### src/rtl/arith_serial_pkg.sv
// Shared types and helpers for the bit-serial arithmetic blocks.
// Holds the serial FSM state, counter sizing, and the PG borrow-chain equation.
package arith_serial_pkg;

  typedef enum logic [1:0] {IDLE, RUN, DONE} state_t;

  function automatic int cnt_width(input int n);
    return (n <= 1) ? 1 : $clog2(n);
  endfunction

  localparam int N_DEFAULT     = 4;
  localparam int CNT_W_DEFAULT = cnt_width(N_DEFAULT);

  function automatic logic pg_borrow(input logic p, input logic g, input logic bin);
    return g | (p & bin);
  endfunction

endpackage

### src/rtl/u_serial_pg_rcs_pg_fs.sv
// 1-bit PG full subtractor, purely combinational: d = a - b - bin.
// Zero latency; no flow control of its own, the serial loop around it owns that.
module pg_fs
  import arith_serial_pkg::*;
(
  input  logic a,
  input  logic b,
  input  logic bin,
  output logic d,
  output logic bout,
  output logic p,
  output logic g
);

  // p is "borrow propagates": equal bits pass the incoming borrow through.
  assign p    = ~(a ^ b);
  assign g    = ~a & b;
  assign d    = ~p ^ bin;
  assign bout = pg_borrow(p, g, bin);

endmodule

### src/rtl/u_serial_pg_rcs.sv
// Bit-serial unsigned a-b, LSB first; out_valid rises N cycles after the accepting edge.
// in_ready only in IDLE; result held in DONE for as long as out_ready stays low.
module u_serial_pg_rcs
  import arith_serial_pkg::*;
#(
  parameter int N = 4
) (
  input  logic         clk,
  input  logic         rst,
  input  logic         in_valid,
  output logic         in_ready,
  input  logic [N-1:0] a,
  input  logic [N-1:0] b,
  output logic         out_valid,
  input  logic         out_ready,
  output logic [N:0]   out
);

  localparam int            CW   = cnt_width(N);
  localparam logic [CW-1:0] LAST = CW'(N - 1);

  state_t        state;
  logic [N-1:0]  a_sr;
  logic [N-1:0]  b_sr;
  logic [N-1:0]  d_sr;
  logic [N-1:0]  d_next;
  logic [CW-1:0] cnt;
  logic          borrow;
  logic          d;
  logic          bout;
  logic          p;
  logic          g;

  pg_fs u_cell (
    .a    (a_sr[0]),
    .b    (b_sr[0]),
    .bin  (borrow),
    .d    (d),
    .bout (bout),
    .p    (p),
    .g    (g)
  );

  // New difference bit enters at the top so bit i lands at position i after N shifts.
  assign d_next = N'({d, d_sr} >> 1);

  assign in_ready  = (state == IDLE);
  assign out_valid = (state == DONE);

  always_ff @(posedge clk or posedge rst) begin
    if (rst) begin
      state  <= IDLE;
      cnt    <= '0;
      borrow <= 1'b0;
      a_sr   <= '0;
      b_sr   <= '0;
      d_sr   <= '0;
      out    <= '0;
    end else begin
      case (state)
        IDLE: begin
          if (in_valid) begin
            a_sr   <= a;
            b_sr   <= b;
            borrow <= 1'b0;
            cnt    <= '0;
            state  <= RUN;
          end
        end
        RUN: begin
          a_sr   <= a_sr >> 1;
          b_sr   <= b_sr >> 1;
          d_sr   <= d_next;
          borrow <= bout;
          cnt    <= cnt + 1'b1;
          if (cnt == LAST) begin
            // Final borrow rebuilt from the exported p/g of the last cell evaluation.
            out   <= {pg_borrow(p, g, borrow), d_next};
            state <= DONE;
          end
        end
        DONE: begin
          if (out_ready) state <= IDLE;
        end
        default: state <= IDLE;
      endcase
    end
  end

endmodule

### config.mk
export PLATFORM = sky130hd
export DESIGN_NAME = u_serial_pg_rcs
export DESIGN_NICKNAME = d
export VERILOG_FILES = /design/src/rtl/arith_serial_pkg.sv /design/src/rtl/u_serial_pg_rcs_pg_fs.sv /design/src/rtl/u_serial_pg_rcs.sv
export SDC_FILE = /design/constraint.sdc
export NUM_CORES = 1
export LEC_CHECK = 0
export CAP_MARGIN = 10
export CORE_ASPECT_RATIO = 0.9
export CORE_MARGIN = 1.5
export CORE_UTILIZATION = 50
export DETAILED_ROUTE_END_ITERATION = 6
export PLACE_DENSITY_LB_ADDON = 0.08
export SYNTH_ARGS = -nofsm -noshare
export SYNTH_HDL_FRONTEND = slang
export SYNTH_SLANG_ARGS = --single-unit
### constraint.sdc
create_clock -name clk -period 1.4 [get_ports clk]
set_input_delay 0.21 -clock clk [delete_from_list [all_inputs] [get_ports clk]]
set_output_delay 0.21 -clock clk [all_outputs]
set_load 0.1 [all_outputs]
# Word level (Yosys, flattened, before mapping)

Index checks and enable logic that the tools add are counted.

Output and inout bits: 7
Input port bits: 12
Register bits: 22
Logic and storage cells: 38

Bitwise logic cells: 7
Equal/unequal tests: 6
Add/sub/neg operators: 1
Reduce and logical (&&, ||, !) cells: 5
Muxes and demuxes: 12

Operators with widths:

| kind                | number |
|---|---|
| $pmux 4 s2          | 2 |
| $mux 2              | 4 |
| $mux 4              | 2 |
| $pmux 2 s3          | 1 |
| $eq 2x2->1 const B  | 2 |
| $ne 2x2->1 const B  | 2 |
| $pmux 2 s2          | 1 |
| $reduce_and 2->1    | 2 |
| $reduce_and 3->1    | 1 |
| $add 2x1->2 const B | 1 |
| $and 1x1->1         | 2 |
| $eq 2x1->1 const B  | 1 |
| $logic_not 2->1     | 1 |
| $ne 2x1->1 const B  | 1 |
| $not 1->1           | 2 |
| $pmux 1 s2          | 1 |
| $reduce_bool 2->1   | 1 |
| $xor 1x1->1         | 2 |
| $mux 1              | 1 |
| $or 1x1->1          | 1 |

# Logic depth before layout (Yosys ltp)

Gate-level depths: netlist (run 1).

Word-level depth: 5
Mapped depth: 4

# Hierarchy

A second synthesis (run 1) with hierarchy kept.

Cells, all modules: 84
Area, all modules: 985.9 µm²

Modules (own cells, without submodules):

| module          | cells each | area an instance (µm²) | times used |
|---|---|---|---|
| u_serial_pg_rcs | 80         | 945.9                  | 1 |
| pg_fs           | 4          | 40.0                   | 1 |

# Worst setup path after synthesis (run 1)

OpenSTA, ideal clock, no wires.

Path type: register to output
Start point: reg state[0]
End point: out in_ready
Slack: -740 ps
Arrival: 1930 ps
Cell stages (with the launch flop): 4
Required time: 1190 ps
Cells stage by stage: dfrtp_1 > buf_6 > buf_2 > nor2_1

Word-level cells in the longest chain between the ends: 1

Ends and longest elaborated chain:

| element                | RTL line              | RTL |
|---|---|---|
| start, declared        | u_serial_pg_rcs.sv:22 | `state_t state;` |
| start signal, assigned | u_serial_pg_rcs.sv:52 | `state <= IDLE;` |
| start signal, assigned | u_serial_pg_rcs.sv:67 | `state <= RUN;` |
| start signal, assigned | u_serial_pg_rcs.sv:79 | `state <= DONE;` |
| $logic_not 2->1        | u_serial_pg_rcs.sv:47 | `assign in_ready = (state == IDLE);` |
| end, declared          | u_serial_pg_rcs.sv:11 | `output logic in_ready,` |

Every way passes these cells.

# Worst setup path after layout (run 1)

Ends and elaborated chain as after synthesis.

==> results of run 1 <==
==> sequential cells by signal, summed over array words and instances (netlist names) <==
register and count:
a_sr 4, b_sr 4, borrow 1, cnt 2, d_sr 3, out 5
state 2
==> worst paths after layout <==
path | end | slack (ns)
worst max-delay path | in_ready | -0.02
worst min-delay path | borrow | 0.21
worst max register to register | b_sr[0] | 0.01
worst min register to register | cnt[1] | 0.51
max in group asynchronous | state[0] | 0.97
min in group clk | state[1] | 0.45
==> through the flow <==
step,util,setup TNS (ns),cells
after floorplan,-,0,80
after global placement,0.699,-0.0976,128
after detailed placement,0.699,-0.566,128
after CTS,0.731,-0.0183,134
after global routing,0.769,-0.160,136
final,0.769,-0.0292,136
==> synthesized netlist by cell type, drive strengths merged <==
library cell / count
ha: 1
nand3b: 1
inv: 9
nor3b: 2
nor4bb: 2
or4b: 3
a221oi: 3
o21ba: 1
nor2: 4
o21ai: 1
dfrtp: 21
a211o: 2
o221a: 3
a21oi: 1
mux2: 7
o21bai: 1
o22ai: 1
fa: 1
o2bb2ai: 1
buf: 6
nor4b: 3
or2b: 1
mux2i: 2
nand2b: 3
==> cells by family (layout without fill, tap and decap cells) <==
| group | count (synthesis) | count (layout) |
|---|---|---|
| DFF | 21 | 21 |
| buffers and inverters | 15 | 46 |
| muxes | 9 | 9 |
| and+or+nand+nor | 19 | 19 |
| AOI/OAI and AO/OA | 14 | 14 |
| adders and majority gates | 2 | 2 |
==> metal layers <==
layer | vias to the layer above | wire [um] | GRT usage
li1 | 352 | - | -
met5 | - | 0 | 0
met3 | 3 | 61 | 0.0691
met2 | 11 | 988 | 0.337
met1 | 366 | 864 | 0.225
met4 | 0 | 19 | 0.0667
==> critical path, stage by stage (launching register included) <==
cell and delay, ns:
dfrtp_2 0.48, buf_6 0.15, nor2_4 0.09, buf_12 0.18
==> timing repair <==
action	CTS	global route
buffers inserted	2	2
resized for setup	5	10
gates cloned	0	0
pin swaps	1	1
endpoints found under the setup margin	2	8
==> placed cells by master (no fill, tap or decap), drive strengths merged <==
cell / n
nor3b: 2
nand2b: 3
nor4bb: 2
ha: 1
mux2: 7
nand3b: 1
dfrtp: 21
nor2: 4
mux2i: 2
o2bb2ai: 1
a21oi: 1
or2b: 1
clkdlybuf4s50: 11
a211o: 2
o22ai: 1
fa: 1
buf: 22
a221oi: 3
o21ai: 1
clkinvlp: 1
o221a: 3
or4b: 3
nor4b: 3
clkbuf: 3
o21bai: 1
o21ba: 1
inv: 8
clkinv: 1
==> final cells by class <==
class / instances / area share
sequential: 21 / 0.359
clock buffer: 3 / 0.0153
tap: 25 / 0.0212
multi-input combinational: 44 / 0.325
inverter: 9 / 0.0255
timing repair buffer: 33 / 0.251
clock inverter: 1 / 0.00340
==> results_dict.tcl, run 1 <==
set metrics [dict create \
    clockBufferDepth 2 \
    yosys_warnings 0 \
    boundaryPins 19 \
    rsz0062_at_grt "yes" \
    skew_ns 0.00397 \
    slew_violations 0 \
    finalHoldViolations 0 \
    synth_cells 80 \
    cp_max_fo 5 \
    num_vias 732 \
    startpoint_type "flop" \
    rows 15 \
    cts_hold_buf 0 \
    synth_xor_area_frac 0 \
    detail-route-antenna-nets 0 \
    num-fill-cells 129 \
    post_route_cells_drive_above_1_share 0.459 \
    route.detailed.drc 0 \
    chipWidth_um 50.3 \
    grt_use_total 0.194 \
    die_y_um 45.6 \
    status "finished, violations left" \
    multi_input_area_um2 478 \
    clk_latency_ns 0.31 \
    ys_types 25 \
    cap_viol_max_count 0 \
    cp-end-kind "output port" \
    synth_area_um2 1010 \
    setup_viol 2 \
    avgSynthCellArea_um2 12.6 \
    nets 126 \
    max-slew-margin-rel 0.828 \
    gp_congestion 0.729 \
    hp-class "in2async" \
    hpwl_um 1380 \
    drtIter0Drc 5 \
    path_class "reg2out" \
    rr_worst_depth 3 \
    cts_tree "done" \
    final_area_um2 1470 \
    cts_buffers 3 \
    synth_top_family_by_area "simple AND/OR/NAND/NOR gates" \
    clkTransAtPathRegs_ns 0.12 \
    num_antenna_cells 0 \
    violations "setup timing" \
    coreArea_um2 1910 \
    ys_seq_area_frac 0.522 \
    regArea_um2 528 \
    yosys.area.top_type_share 0.522 \
    synthSimpleGateAreaFrac 0.152 \
    cts_root_buf "clkbuf_4" \
    fmax_mhz 704 \
    ys_ff_latch 21 \
    yosysTopAreaCell "dfrtp_1" \
    synthMuxAreaShare 0.0983 \
    syn_to_final_growth_pct 46.4 \
    required_ns 1.19 \
    wl_per_cell_um 14.2 \
    min_period_ns 1.42 \
    port_buffers 18 \
    die_area_um2 2290 \
    grt_max_degree 22 \
    r2r_start "state[0]" \
    post-place-ws_ns -0.101 \
    period_share 1.01 \
    clock_sink_count 21 \
    setup_ws_ns -0.0196 \
    syn-num-nets 94 \
    post_drt_via_cell_ratio 5.38 \
    start_util 0.525 \
    grt-ovfl-total 0 \
    startpoint "state[0]" \
    dpl_cell_area_um2 1340 \
    grt_pass1_vias 706 \
    drt-pass1-iter-count 4 \
    cts.htree.levels 1 \
    arrival_ns 1.21 \
    antenna_found_initial 0 \
    tightest_slew_ns 0.255 \
    drt_wl_total_um 1930 \
    grt_pass1_wl_um 3130 \
    synth-compound-area-share 0.119 \
    synthTopCellsByArea "dfrtp_1 52%, mux2_2 7.8%, inv_1 3.4%, o221a_2 3.4%, or4b_1 3.0%" \
    fin_hold_ws_ns 0.211 \
    synthAdderAreaFrac 0.0323 \
]
Power of run 1 is left out: the tool's default activity adds up to more than one toggle a clock period on the data nets, which glitch-free logic cannot reach.
==> run 2: changes to the inputs <==
Settings changed: CORE_MARGIN 1.5 to unset.
==> results_dict.tcl, run 2 (synthesis results as in run 1) <==
set metrics [dict create \
    path_cells "buf_12, nor2_4, buf_12" \
    largest_reg_flops 5 \
    top_register "out" \
    coreArea_um2 1900 \
    cp_max_fo 4 \
    drt_wl_total_um 1930 \
    grt-ovfl-total 0 \
    post-place-ws_ns -0.127 \
    regArea_um2 528 \
    post_route_cells_drive_above_1_share 0.404 \
    crit_path_frequent_cell "buf_12" \
    finalHoldViolations 0 \
    grt_pass1_vias 673 \
    num_vias 721 \
    status "finished, violations left" \
    clockBufferDepth 2 \
    reg2reg_slack_ns 0 \
    cts_tree "done" \
    final_cell_mix "19 x dfrtp_1, 11 x clkdlybuf4s50_1, 11 x buf_4" \
    hp-class "in2async" \
    nets 124 \
    crit_end "in_ready" \
    rsz0062_at_grt "yes" \
    slowest_stage "dfrtp_2" \
    final_common_cell "dfrtp_1" \
    cp-end-kind "output port" \
    regToRegEndpoint "out[3]" \
    num_antenna_cells 0 \
    grt_use_total 0.202 \
    clkTransAtPathRegs_ns 0.12 \
    slew_violations 0 \
    period_share 1.02 \
    min_period_ns 1.43 \
    max-slew-margin-rel 0.752 \
    startpoint "state[1]" \
    fin_cells 134 \
    antenna_found_initial 0 \
    syn_to_final_growth_pct 41.5 \
    post_drt_via_cell_ratio 5.38 \
    setup_ws_ns -0.0263 \
    rr_worst_depth 4 \
    violations "setup timing" \
    top_regs "out x5, a_sr x4, b_sr x4" \
    start_util 0.531 \
    grt_pass1_wl_um 3170 \
    drt-pass1-iter-count 4 \
    path_class "reg2out" \
    hpwl_um 1360 \
    clock_sink_count 21 \
    skew_ns 0.00307 \
    cts_root_buf "clkbuf_4" \
    dp_cells 125 \
    required_ns 1.19 \
    setup_viol 4 \
    arrival_ns 1.22 \
    r2r_start "state[1]" \
    rows 15 \
    utilization 0.751 \
    cap_viol_max_count 0 \
    fmax_mhz 701 \
    boundaryPins 19 \
    detail-route-antenna-nets 0 \
    clk_latency_ns 0.31 \
    chipWidth_um 49.3 \
    cts_hold_buf 0 \
    slowest_delay_ns 0.48 \
    grt_max_degree 22 \
    port_buffers 18 \
    startpoint_type "flop" \
    route.detailed.drc 0 \
    multi_input_area_um2 435 \
    wl_per_cell_um 14.4 \
    die_area_um2 2200 \
    drtIter0Drc 10 \
    cts.htree.levels 1 \
    tightest_slew_ns 0.371 \
    gp_congestion 0.730 \
    die_y_um 44.6 \
    num-fill-cells 131 \
    cts_buffers 3 \
]
## run 2: area by class of cell
class,instances,area share
Clock inverter,1,0.00351
Tap cell,25,0.0220
Clock buffer,3,0.0158
Sequential cell,21,0.371
Timing Repair Buffer,31,0.256
Multi-Input combinational cell,44,0.306
Inverter,9,0.0264
## run 2: how the worst min path moves through the flow
stage / to / slack, ns / depth (start not counted)
after floorplan: a_sr[0] / 0.19 / 1
after global placement: cnt[0] / 0.48 / 1
after detailed placement: cnt[0] / 0.48 / 1
after CTS: d_sr[2] / 0.21 / 3
after global routing: d_sr[2] / 0.24 / 3
final: out[2] / 0.21 / 3
## run 2: repair_timing
item	in CTS	in global routing
buffers inserted	4	1
gates resized for setup	3	4
pin swaps	1	0
setup endpoints to repair	2	10
## run 2: through the flow
| step | hold slack [ns] | instance area (um2) | setup TNS (ns) |
|---|---|---|---|
| floorplan | 0.187 | 1020 | 0 |
| global placement | 0.479 | 1330 | -0.294 |
| detailed placement | 0.477 | 1330 | -0.705 |
| CTS | 0.205 | 1390 | -0.0466 |
| global route | 0.239 | 1420 | -0.321 |
| finish | 0.209 | 1420 | -0.0341 |
## run 2: worst max-delay path: cells and delay by family, from the launching register on
| kind | cells | cell delay (ns) |
|---|---|---|
| buffers and inverters | 2 | 0.33 |
| DFF | 1 | 0.48 |
| and+or+nand+nor | 1 | 0.09 |
## run 2: layer usage
layer	global-route usage	wire length, um	vias to the layer above
li1	-	-	345
met1	0.281	952	355
met2	0.301	870	16
met4	0.0529	18	0
met3	0.0722	88	5
met5	0	0	-
Power of run 2 is left out for the same reason.
==> run 3: changes to the inputs <==
Settings changed: CORE_MARGIN set to 8.
==> results_dict.tcl, run 3 (synthesis results as in run 1) <==
set metrics [dict create \
    post_drt_via_cell_ratio 5.40 \
    setup_ws_ns -0.0142 \
    antenna_found_initial 0 \
    fmax_mhz 707 \
    clkTransAtPathRegs_ns 0.12 \
    tns_ns -0.0142 \
    final_area_um2 1440 \
    detail-route-antenna-nets 0 \
    rsz0062_at_grt "yes" \
    tightest_slew_ns 0.367 \
    gp_congestion 0.774 \
    dp_cells 127 \
    violations "setup timing" \
    cts.htree.levels 1 \
    max-slew-margin-rel 0.755 \
    cts_root_buf "clkbuf_4" \
    nets 127 \
    drt_wl_total_um 2120 \
    slew_violations 0 \
    top_regs "out x5, a_sr x4, b_sr x4" \
    wl_per_cell_um 15.5 \
    syn_to_final_growth_pct 42.9 \
    num_vias 740 \
    cts_buffers 3 \
    hp-class "in2async" \
    start_util 0.525 \
    grt_pass1_vias 769 \
    rr_worst_depth 5 \
    arrival_ns 1.20 \
    status "finished, violations left" \
    drt-pass1-iter-count 4 \
    final_common_cell "dfrtp_1" \
    cap_viol_max_count 0 \
    grt_use_total 0.121 \
    dpl_cell_area_um2 1330 \
    top_register "out" \
    port_buffers 18 \
    skew_ns 0.00503 \
    finalHoldViolations 0 \
    path_class "reg2out" \
    largest_reg_flops 5 \
    clk_latency_ns 0.30 \
    chipWidth_um 63.3 \
    coreArea_um2 1910 \
    grt_max_degree 22 \
    post_route_cells_drive_above_1_share 0.411 \
    die_area_um2 3710 \
    cp_max_fo 6 \
    num_antenna_cells 0 \
    clock_sink_count 21 \
    setup_viol 1 \
    route.detailed.drc 0 \
    min_period_ns 1.41 \
    required_ns 1.19 \
    grt-ovfl-total 0 \
    num-fill-cells 134 \
    rows 15 \
    cts_tree "done" \
    fin_cells 137 \
    cp-end-kind "output port" \
    post-place-ws_ns -0.123 \
    period_share 1.01 \
    clockBufferDepth 2 \
    hpwl_um 1570 \
    die_y_um 58.6 \
    startpoint_type "flop" \
    drtIter0Drc 16 \
    final_cell_mix "19 x dfrtp_1, 13 x buf_4, 11 x clkdlybuf4s50_1" \
    boundaryPins 19 \
    grt_pass1_wl_um 3580 \
]
==> run 3: cell type report <==
type / count / area [um2] / area share
sequential: 21 / 528 / 0.367
multi-input combinational: 44 / 432 / 0.300
timing repair buffer: 34 / 382 / 0.265
inverter: 9 / 37.5 / 0.0261
tap: 25 / 31.3 / 0.0218
clock buffer: 3 / 22.5 / 0.0157
clock inverter: 1 / 5.00 / 0.00348
==> run 3: worst paths after layout <==
| check | from | endpoint | slack, ns |
|---|---|---|---|
| setup / recovery | state[0] | in_ready | -0.01 |
| min in group clk | out_ready | state[1] | 0.46 |
| hold reg to reg | cnt[0] | cnt[0] | 0.52 |
| hold / removal | rst | d_sr[3] | 0.23 |
| max in group asynchronous | rst | state[0] | 0.94 |
| setup reg to reg | state[1] | borrow | 0.05 |
==> run 3: metrics by stage <==
stage | hold slack, ns | util
floorplan | 0.187 | -
global placement | 0.468 | 0.695
detailed placement | 0.482 | 0.695
CTS | 0.244 | 0.729
global route | 0.252 | 0.751
finish | 0.234 | 0.751
==> run 3: per-layer routing <==
layer | global-route usage | wire, um | up-vias
met5 | 0 | 0 | -
met4 | 0.0349 | 34 | 0
met3 | 0.0398 | 92 | 4
met2 | 0.209 | 1060 | 15
met1 | 0.141 | 937 | 367
li1 | - | - | 354
==> run 3: worst max-delay path, cell delays in order, from the launching register on <==
cell and delay [ns]:
dfrtp_2 0.47, buf_6 0.14, nor2_4 0.11, buf_12 0.18
==> run 3: timing repair <==
action                                  in CTS  in global routing
gates cloned                                 0                  0
pin swaps                                    0                  1
hold buffers                                 0                  0
endpoints found under the setup margin       2                  5
setup buffers                                3                  3
gates resized for setup                      4                  4
Power of run 3 is left out for the same reason.
